## config.mk

```make
export PLATFORM = sky130hd
export DESIGN_NAME = inst_fetcher
export DESIGN_NICKNAME = d
export VERILOG_FILES = /design/src/rtl/core_eei.sv /design/src/rtl/fifo.sv /design/src/rtl/inst_fetcher.sv
export SDC_FILE = /design/constraint.sdc
export NUM_CORES = 1
export LEC_CHECK = 0
export ABC_CLOCK_PERIOD_IN_PS = 7180
export BUFFER_PORTS_ARGS = -buffer_cell sky130_fd_sc_hd__buf_2
export CORE_ASPECT_RATIO = 2
export CORE_MARGIN = 1.5
export CORE_UTILIZATION = 33
export CTS_CLUSTER_DIAMETER = 60
export DETAILED_ROUTE_END_ITERATION = 10
export PLACE_DENSITY_LB_ADDON = 0.15
export SLEW_MARGIN = 15
export SYNTH_ARGS = -nofsm -noshare
export SYNTH_HDL_FRONTEND = slang
export SYNTH_SLANG_ARGS = --single-unit
```

## constraint.sdc

```tcl
create_clock -name clk -period 7.18 [get_ports clk]
set_input_delay 1.077 -clock clk [delete_from_list [all_inputs] [get_ports clk]]
set_output_delay 1.077 -clock clk [all_outputs]
set_load 0.02 [all_outputs]
```

## src/rtl/core_eei.sv

```systemverilog
// Shared execution-environment constants and types for the core front end.
// Provides widths, reset PC, Addr/Inst typedefs and the fetch FSM encoding.
package core_eei;

  localparam int XLEN = 32;
  localparam int ILEN = 32;
  localparam logic [XLEN-1:0] INIT_PC = '0;

  typedef logic [XLEN-1:0] Addr;
  typedef logic [ILEN-1:0] Inst;

  typedef enum logic {
    FETCH_IDLE,
    FETCH_WAIT
  } fetch_state_e;

endpackage

```

## src/rtl/fifo.sv

```systemverilog
// Generic synchronous FIFO with flush, occupancy count and a head output.
// Ports: push/wdata in, pop in, flush in, count/head out (head is 0 when empty).
module fifo #(
  parameter int WIDTH = 64,
  parameter int DEPTH = 2
) (
  input  logic                       clk,
  input  logic                       rst,
  input  logic                       push,
  input  logic [WIDTH-1:0]           wdata,
  input  logic                       pop,
  input  logic                       flush,
  output logic [$clog2(DEPTH+1)-1:0] count,
  output logic [WIDTH-1:0]           head
);

  localparam int CW = $clog2(DEPTH + 1);
  localparam int PW = (DEPTH > 1) ? $clog2(DEPTH) : 1;
  localparam logic [PW-1:0] LAST = PW'(DEPTH - 1);

  logic [WIDTH-1:0] mem_q [DEPTH];
  logic [WIDTH-1:0] mem_d [DEPTH];
  logic [PW-1:0]    rd_q, rd_d;
  logic [PW-1:0]    wr_q, wr_d;
  logic [CW-1:0]    cnt_q, cnt_d;

  function automatic logic [PW-1:0] nxt(input logic [PW-1:0] p);
    return (p == LAST) ? '0 : p + PW'(1);
  endfunction

  always_comb begin
    mem_d = mem_q;
    rd_d  = rd_q;
    wr_d  = wr_q;
    cnt_d = cnt_q;
    if (flush) begin
      rd_d  = '0;
      wr_d  = '0;
      cnt_d = '0;
    end else begin
      if (push) begin
        mem_d[wr_q] = wdata;
        wr_d        = nxt(wr_q);
      end
      if (pop) begin
        rd_d = nxt(rd_q);
      end
      if (push && !pop) begin
        cnt_d = cnt_q + CW'(1);
      end else if (pop && !push) begin
        cnt_d = cnt_q - CW'(1);
      end
    end
  end

  always_ff @(posedge clk or posedge rst) begin
    if (rst) begin
      for (int i = 0; i < DEPTH; i++) begin
        mem_q[i] <= '0;
      end
      rd_q  <= '0;
      wr_q  <= '0;
      cnt_q <= '0;
    end else begin
      mem_q <= mem_d;
      rd_q  <= rd_d;
      wr_q  <= wr_d;
      cnt_q <= cnt_d;
    end
  end

  assign count = cnt_q;
  assign head  = (cnt_q != '0) ? mem_q[rd_q] : '0;

endmodule

```

## src/rtl/inst_fetcher.sv

```systemverilog
// Fetch stage: issues sequential word fetches, buffers in-order responses
// and hands {pc, inst} to decode. Ports: membus_* request/response side,
// redirect_valid/redirect_pc from execute, out_* valid/ready to decode.
module inst_fetcher
  import core_eei::*;
#(
  parameter int              XLEN      = core_eei::XLEN,
  parameter int              ILEN      = core_eei::ILEN,
  parameter int              BUF_DEPTH = 2,
  parameter logic [XLEN-1:0] INIT_PC   = core_eei::INIT_PC
) (
  input  logic            clk,
  input  logic            rst,
  output logic            membus_valid,
  input  logic            membus_ready,
  output logic [XLEN-1:0] membus_addr,
  output logic            membus_wen,
  output logic [ILEN-1:0] membus_wdata,
  input  logic            membus_rvalid,
  input  logic [ILEN-1:0] membus_rdata,
  input  logic            redirect_valid,
  input  logic [XLEN-1:0] redirect_pc,
  output logic            out_valid,
  input  logic            out_ready,
  output logic [XLEN-1:0] out_pc,
  output logic [ILEN-1:0] out_inst
);

  localparam int CW = $clog2(BUF_DEPTH + 1);
  localparam int EW = XLEN + ILEN;
  localparam logic [CW-1:0] FULL = CW'(BUF_DEPTH);

  fetch_state_e    state_q, state_d;
  logic [XLEN-1:0] pc_q, pc_d;
  logic [XLEN-1:0] req_addr_q, req_addr_d;
  logic            discard_q, discard_d;

  logic [CW-1:0]   count;
  logic [EW-1:0]   head;
  logic            push;
  logic            pop;
  logic            accept;

  // Request gating uses only registered state plus redirect, never ready.
  assign membus_valid = !rst
                     && (state_q == FETCH_IDLE)
                     && (count < FULL)
                     && !redirect_valid;
  assign membus_addr  = pc_q;
  assign membus_wen   = 1'b0;
  assign membus_wdata = '0;
  assign accept       = membus_valid && membus_ready;

  assign out_valid = (count != '0);
  assign out_pc    = head[EW-1 -: XLEN];
  assign out_inst  = head[ILEN-1:0];
  assign pop       = out_valid && out_ready && !redirect_valid;

  always_comb begin
    state_d    = state_q;
    pc_d       = pc_q;
    req_addr_d = req_addr_q;
    discard_d  = discard_q;
    push       = 1'b0;
    unique case (state_q)
      FETCH_IDLE: begin
        if (accept) begin
          req_addr_d = pc_q;
          pc_d       = pc_q + XLEN'(4);
          state_d    = FETCH_WAIT;
        end
      end
      FETCH_WAIT: begin
        if (membus_rvalid) begin
          // A response landing with a redirect, or after one, is stale.
          push      = !discard_q && !redirect_valid;
          discard_d = 1'b0;
          state_d   = FETCH_IDLE;
        end else if (redirect_valid) begin
          discard_d = 1'b1;
        end
      end
      default: state_d = FETCH_IDLE;
    endcase
    if (redirect_valid) begin
      pc_d = redirect_pc & ~XLEN'(3);
    end
  end

  always_ff @(posedge clk or posedge rst) begin
    if (rst) begin
      state_q    <= FETCH_IDLE;
      pc_q       <= INIT_PC;
      req_addr_q <= '0;
      discard_q  <= 1'b0;
    end else begin
      state_q    <= state_d;
      pc_q       <= pc_d;
      req_addr_q <= req_addr_d;
      discard_q  <= discard_d;
    end
  end

  fifo #(
    .WIDTH (EW),
    .DEPTH (BUF_DEPTH)
  ) u_buf (
    .clk   (clk),
    .rst   (rst),
    .push  (push),
    .wdata ({req_addr_q, membus_rdata}),
    .pop   (pop),
    .flush (redirect_valid),
    .count (count),
    .head  (head)
  );

endmodule
```

==> run summary, run 1 <==
most common cell after layout, fill and taps aside - dfrtp_1
DRC violation total after the first TritonRoute iteration - 208
Rel. slew slack - 32.76%
Max Transition Viols Final - 0
Inst Count DP - 1280
CP endpoint kind - primary output
worst slew pin tran - 1.009 ns
sequential area share after synthesis - 53.06%
Clock power frac - 33.9%
Hold Startpoint - req_addr_q[29]
Routed Antenna Nets - 0
Adder-Cell Fraction of Synth Area - 0.1396%
Min Clock Period, post-route - 3.564 ns
Synth top area share - 53.06%
layout cells sized above 1 - 35.07%
all-layer global routing usage - 16.40%
Final Wtd Congestion - 0.7688
status - finished clean
worst hold path type - register to register
P&R area growth vs syn - 18.01%
dpl ws - 3.536 ns
Nets - 1022
die height - 236.0 microns
xor and xnor area share after synthesis - 0.4887%
period utilisation layout - 49.64%
post-CTS setup repair buffer count - 0
Worst Hold End - req_addr_q[29]
R2R Setup Slk - 4.70 ns
WL/cell - 17.12 microns
Clock Root Buffer - clkbuf_16
FP Rows - 85
main combinational cell family by area after synthesis - multiplexers
floorplan core area - 26800 sq um
ys flop type - dfrtp_1
r2r startpoint - u_buf.count[1]
Seq pwr share - 49.2%
Comb power frac - 16.9%
Post-synth ARST share - 100.0%
DRC - 0
syn_area_per_cell - 11.13 sq um
CTS tree - yes
worst reg-to-reg path cell count - 6
post-synth cell types - 46
Synth Area in Compound Gates - 5.320%
P per Cell Area - 276.1 nW/um^2
Pint - 2.140 mW
Ys Warns - 0
largest net degree at the start of global routing - 115
n_diodes - 0
Clock Tree Buf Depth - 2
leakage - 5.092 nW
ranking of synthesized cells by area - dfrtp_1 53%, mux2_2 16%, mux2i_1 6.9%, nand2_1 5.4%, nor2_1 3.3%
Seq. cell area - 4758 sq um
initial core utilization - 33.44%
worst skew pair latency - 0.44 ns
H-tree levels - 4
simple-gate portion of the synthesized area - 12.97%
Chip Width - 119.5 microns
VDD IR-drop max - 144.1 uV
DP HPWL - 15.01 mm
# resized after CTS - 0
Setup TNS Final - 0 ns
most frequent cells in the layout - 189 x dfrtp_1, 161 x buf_2, 127 x nand2_1
CTS Hold Bufs - 0
vias per cell - 4.867
hold slack - 0.4971 ns
grt total ovfl - 0
CTS Sinks - 190
RR Endpoint - membus_addr[12]
sw frac - 26.72%
initial antenna violation count - 0
vias - 6371
Yosys top cell by area - dfrtp_1
Num CTS Buffers - 17
fmax - 0.2805 GHz
Switch Pwr - 780.1 uW
Crit path required time - 6.10 ns
WHS Path Cells - 1
Detailed Route WL - 22.41 mm
Setup WS post-layout - 3.616 ns
Top Ports - 201
flip-flop and latch count after synthesis - 190
skew final - 0.009159 ns
Post-synth EDFFs - 0
Reg clk slew, reported paths - 0.06 ns
maxcap violations - 0
synthesized instance count - 805
multiplexer share of the synthesized area - 22.51%
final design utilization - 39.46%
final hold violations - 0
Final setup violation count - 0
number of global-route vias before repair - 6268
Worst EP arrival - 2.49 ns
fin cells - 1309
I/O Buffers - 161
crit path from - u_buf.rd_q
mapped cell area - 8961 sq um
multi-input gate area in the final layout - 3872 sq um
Max FO, Critical Path - 52
Critical Path Start Type - register
RSZ-0062 raised after global routing - no
Crit Path Class - register to primary output
Pre-antenna DRT Iters - 4
fill cell count - 2724
first-pass GRT wire length - 35.24 mm
die area - 28210 sq um
-- state kept, by name, indices dropped and copies added, names as in the netlist --
register	count
u_buf.mem_q	124
membus_addr	30
req_addr_q	30
u_buf.count	2
discard_q	1
state_q	1
u_buf.rd_q	1
u_buf.wr_q	1
-- critical path: stages, from the launching register on --
cell and delay, ns:
dfrtp_4 0.58, buf_4 0.81, mux2i_1 0.16, nor2_1 0.23
buf_2 0.21
-- worst max-delay path by stage --
stage                                  to  cells past startpoint  slack (ns)
after floorplan                 discard_q                      1        0.93
after global placement    membus_addr[12]                      7        3.52
after detailed placement  membus_addr[12]                      7        3.54
after CTS                       out_pc[6]                      4        3.49
after global routing            out_pc[6]                      4        3.42
final                           out_pc[6]                      4        3.62
-- power groups by stage --
stage               Clock, mW  Combinational (mW)  Sequential [mW]
finish                  0.989               0.494             1.44
global route             1.07               0.551             1.47
CTS                      1.03               0.507             1.44
detailed placement          0               0.506             1.46
global placement            0               0.495             1.45
floorplan                   0               0.384             1.43
-- routing by layer --
metal	global-route usage, %	part of all wire (%)
met2	29.64	53
met3	3.578	4.0
met1	18.65	40
met5	0	0
met4	6.169	2.4
-- cell usage after synthesis (all sizes together) (3+ instances only) --
cell,number
a21oi,9
clkbuf,25
a22oi,3
xnor2,3
nand3b,3
a31o,4
or3,4
mux2,124
dfrtp,190
o311ai,11
nor4,8
nand2,129
nor2,79
a221o,4
nand3,13
o211ai,9
and3,4
or2,3
nor3,4
mux2i,62
o21ai,25
buf,53
inv,9
nand4,10
-- cells by family after synthesis --
| family | after synthesis |
|---|---|
| multiplexers | 186 |
| other | 1 |
| buffers and inverters | 87 |
| AO/OA/AOI/OAI | 71 |
| AND/OR/NAND/NOR | 264 |
| adder cells (fa/ha/maj) | 1 |
| XOR/XNOR | 5 |
| flip-flops | 190 |
-- layout make-up --
class	instances	area share [%]
clock inverters	6	1.266
clock buffers	23	4.425
multi-input cells	564	36.62
flip-flops and latches	190	45.00
well taps	348	4.117
repair buffers	169	8.187
inverters	9	0.3904
-- through the flow --
step	instance area (sq um)	total power, mW
2_1_floorplan	9096	1.818
3_3_place_gp	9973	1.948
3_5_place_dp	9973	1.966
4_1_cts	10580	2.977
5_1_grt	10580	3.090
6_report	10580	2.920
Power figures use the tool's default switching activity.
==> run 2, diff against run 1 <==
- ABC_CLOCK_PERIOD_IN_PS: 7180 -> 3400
- clock period: 7.18 -> 3.4 ns (I/O delays scaled with it)
==> run 2 against run 1 <==
Net effect:
- critical path depth did not move
- final cell count rose by 0.92%
- die area did not move
- largest power group unchanged
==> run summary, run 2 (synthesis gave the netlist of run 1 again) <==
n_diodes - 0
Worst path max stage delay - 0.78 ns
worst skew pair latency - 0.44 ns
RSZ-0062 raised after global routing - no
Slowest-stage cell, CP - dfrtp_4
Crit Path Class - register to primary output
vias - 6385
P per Cell Area - 591.7 nW/um^2
P&R area growth vs syn - 20.43%
largest net degree at the start of global routing - 101
DRC - 0
Min Clock Period, post-route - 2.583 ns
H-tree levels - 4
CP endpoint kind - primary output
Final Wtd Congestion - 0.7772
CTS Hold Bufs - 0
most frequent cells in the layout - 189 x dfrtp_1, 161 x buf_2, 127 x nand2_1
Max Transition Viols Final - 0
Max FO, Critical Path - 26
worst slew pin tran - 1.033 ns
CTS tree - yes
number of global-route vias before repair - 6405
period utilisation layout - 75.97%
initial antenna violation count - 0
Seq pwr share - 47.6%
Detailed Route WL - 22.94 mm
Num CTS Buffers - 17
crit-path leading delay family - flip-flops
die height - 236.0 microns
skew final - 0.006892 ns
final hold violations - 0
Chip Width - 119.5 microns
die area - 28210 sq um
Clock power frac - 35.8%
Switch Pwr - 1.680 mW
Critical Path Start Type - register
maxcap violations - 0
Rel. slew slack - 30.91%
# resized after CTS - 0
leakage - 5.199 nW
Comb power frac - 16.6%
initial core utilization - 33.44%
Worst EP arrival - 2.07 ns
grt total ovfl - 0
first-pass GRT wire length - 36.34 mm
WP buf/inv - 2
post-CTS setup repair buffer count - 0
CP cell instances - buf_4 -> mux2i_1 -> nor2_1 -> buf_2
DRC violation total after the first TritonRoute iteration - 202
I/O Buffers - 161
Pint - 4.705 mW
Seq. cell area - 4758 sq um
Tot Pwr - 6.385 mW
all-layer global routing usage - 16.87%
CTS Sinks - 190
Nets - 1031
Biggest register - u_buf.mem_q
floorplan core area - 26800 sq um
Setup TNS Final - 0 ns
FP Rows - 85
WL/cell - 17.37 microns
Routed Antenna Nets - 0
status - finished clean
Clock Tree Buf Depth - 2
DP HPWL - 15.58 mm
Reg clk slew, reported paths - 0.06 ns
Final setup violation count - 0
max reg flops - 124
layout cells sized above 1 - 36.18%
multi-input gate area in the final layout - 3872 sq um
fmax - 0.3872 GHz
worst hold path type - input pin to async pin
Pre-antenna DRT Iters - 6
Crit path required time - 2.89 ns
most common cell after layout, fill and taps aside - dfrtp_1
Top Ports - 201
Clock Root Buffer - clkbuf_16
VDD IR-drop max - 342.2 uV
sw frac - 26.32%
vias per cell - 4.833
fill cell count - 2693
## run 2: changes by cell type in the layout (fill, tap and decap cells not counted), sizes merged
cell,change
clkbuf,-2
clkinvlp,+1
inv,-1
clkinv,+3
bufinv,+2
buf,+9
## run 2: power groups by stage
| stage | clock network, mW | logic (mW) | registers [mW] |
|---|---|---|---|
| 2_1_floorplan | 0 | 0.811 | 3.03 |
| 3_3_place_gp | 0 | 1.06 | 3.07 |
| 3_5_place_dp | 0 | 1.09 | 3.09 |
| 4_1_cts | 2.38 | 1.09 | 3.05 |
| 5_1_grt | 2.46 | 1.19 | 3.11 |
| 6_report | 2.29 | 1.06 | 3.04 |
## run 2: layer usage
metal  routed length, microns  global-route usage, %
met1                     9095                  19.27
met2                    12480                  30.62
met3                      868                  3.820
met4                      496                  5.700
met5                        0                      0
## run 2: cell type report
class,count,share of cell area (%)
well taps,348,4.035
inverters,9,0.3478
clock inverters,11,1.936
clock buffers,21,4.359
multi-input cells,564,35.88
flip-flops and latches,190,44.09
repair buffers,178,9.345
## run 2: per-stage QoR
step / std cells / util (%) / instance area [sq um] / worst slack (ns) / hold slack (ns)
2_1_floorplan: 841 / - / 9100 / 0.4415 / 0.4584
3_3_place_gp: 1289 / 37.73 / 10110 / 0.9617 / 0.4786
3_5_place_dp: 1289 / 37.73 / 10110 / 0.9325 / 0.4885
4_1_cts: 1321 / 40.27 / 10790 / 0.7264 / 0.2399
5_1_grt: 1321 / 40.27 / 10790 / 0.6722 / 0.2640
6_report: 1321 / 40.27 / 10790 / 0.8171 / 0.2395
## run 2: worst min-delay path: stages
cell and delay [ns]:
buf_2 0.13, clkinvlp_4 0.11, buf_12 0.37
## run 2: path summary, 6_finish.rpt
| kind | cells past startpoint | slack (ns) | startpoint | end |
|---|---|---|---|---|
| min reg2reg | 2 | 0.50 | req_addr_q[8] | req_addr_q[8] |
| max reg2reg | 6 | 1.07 | u_buf.count[1] | membus_addr[18] |
| min in group clk | 3 | 0.27 | redirect_pc[23] | membus_addr[23] |
| max | 4 | 0.82 | u_buf.rd_q | out_pc[25] |
| min | 3 | 0.24 | rst | discard_q |
| max in group asynchronous | 3 | 2.67 | rst | req_addr_q[29] |
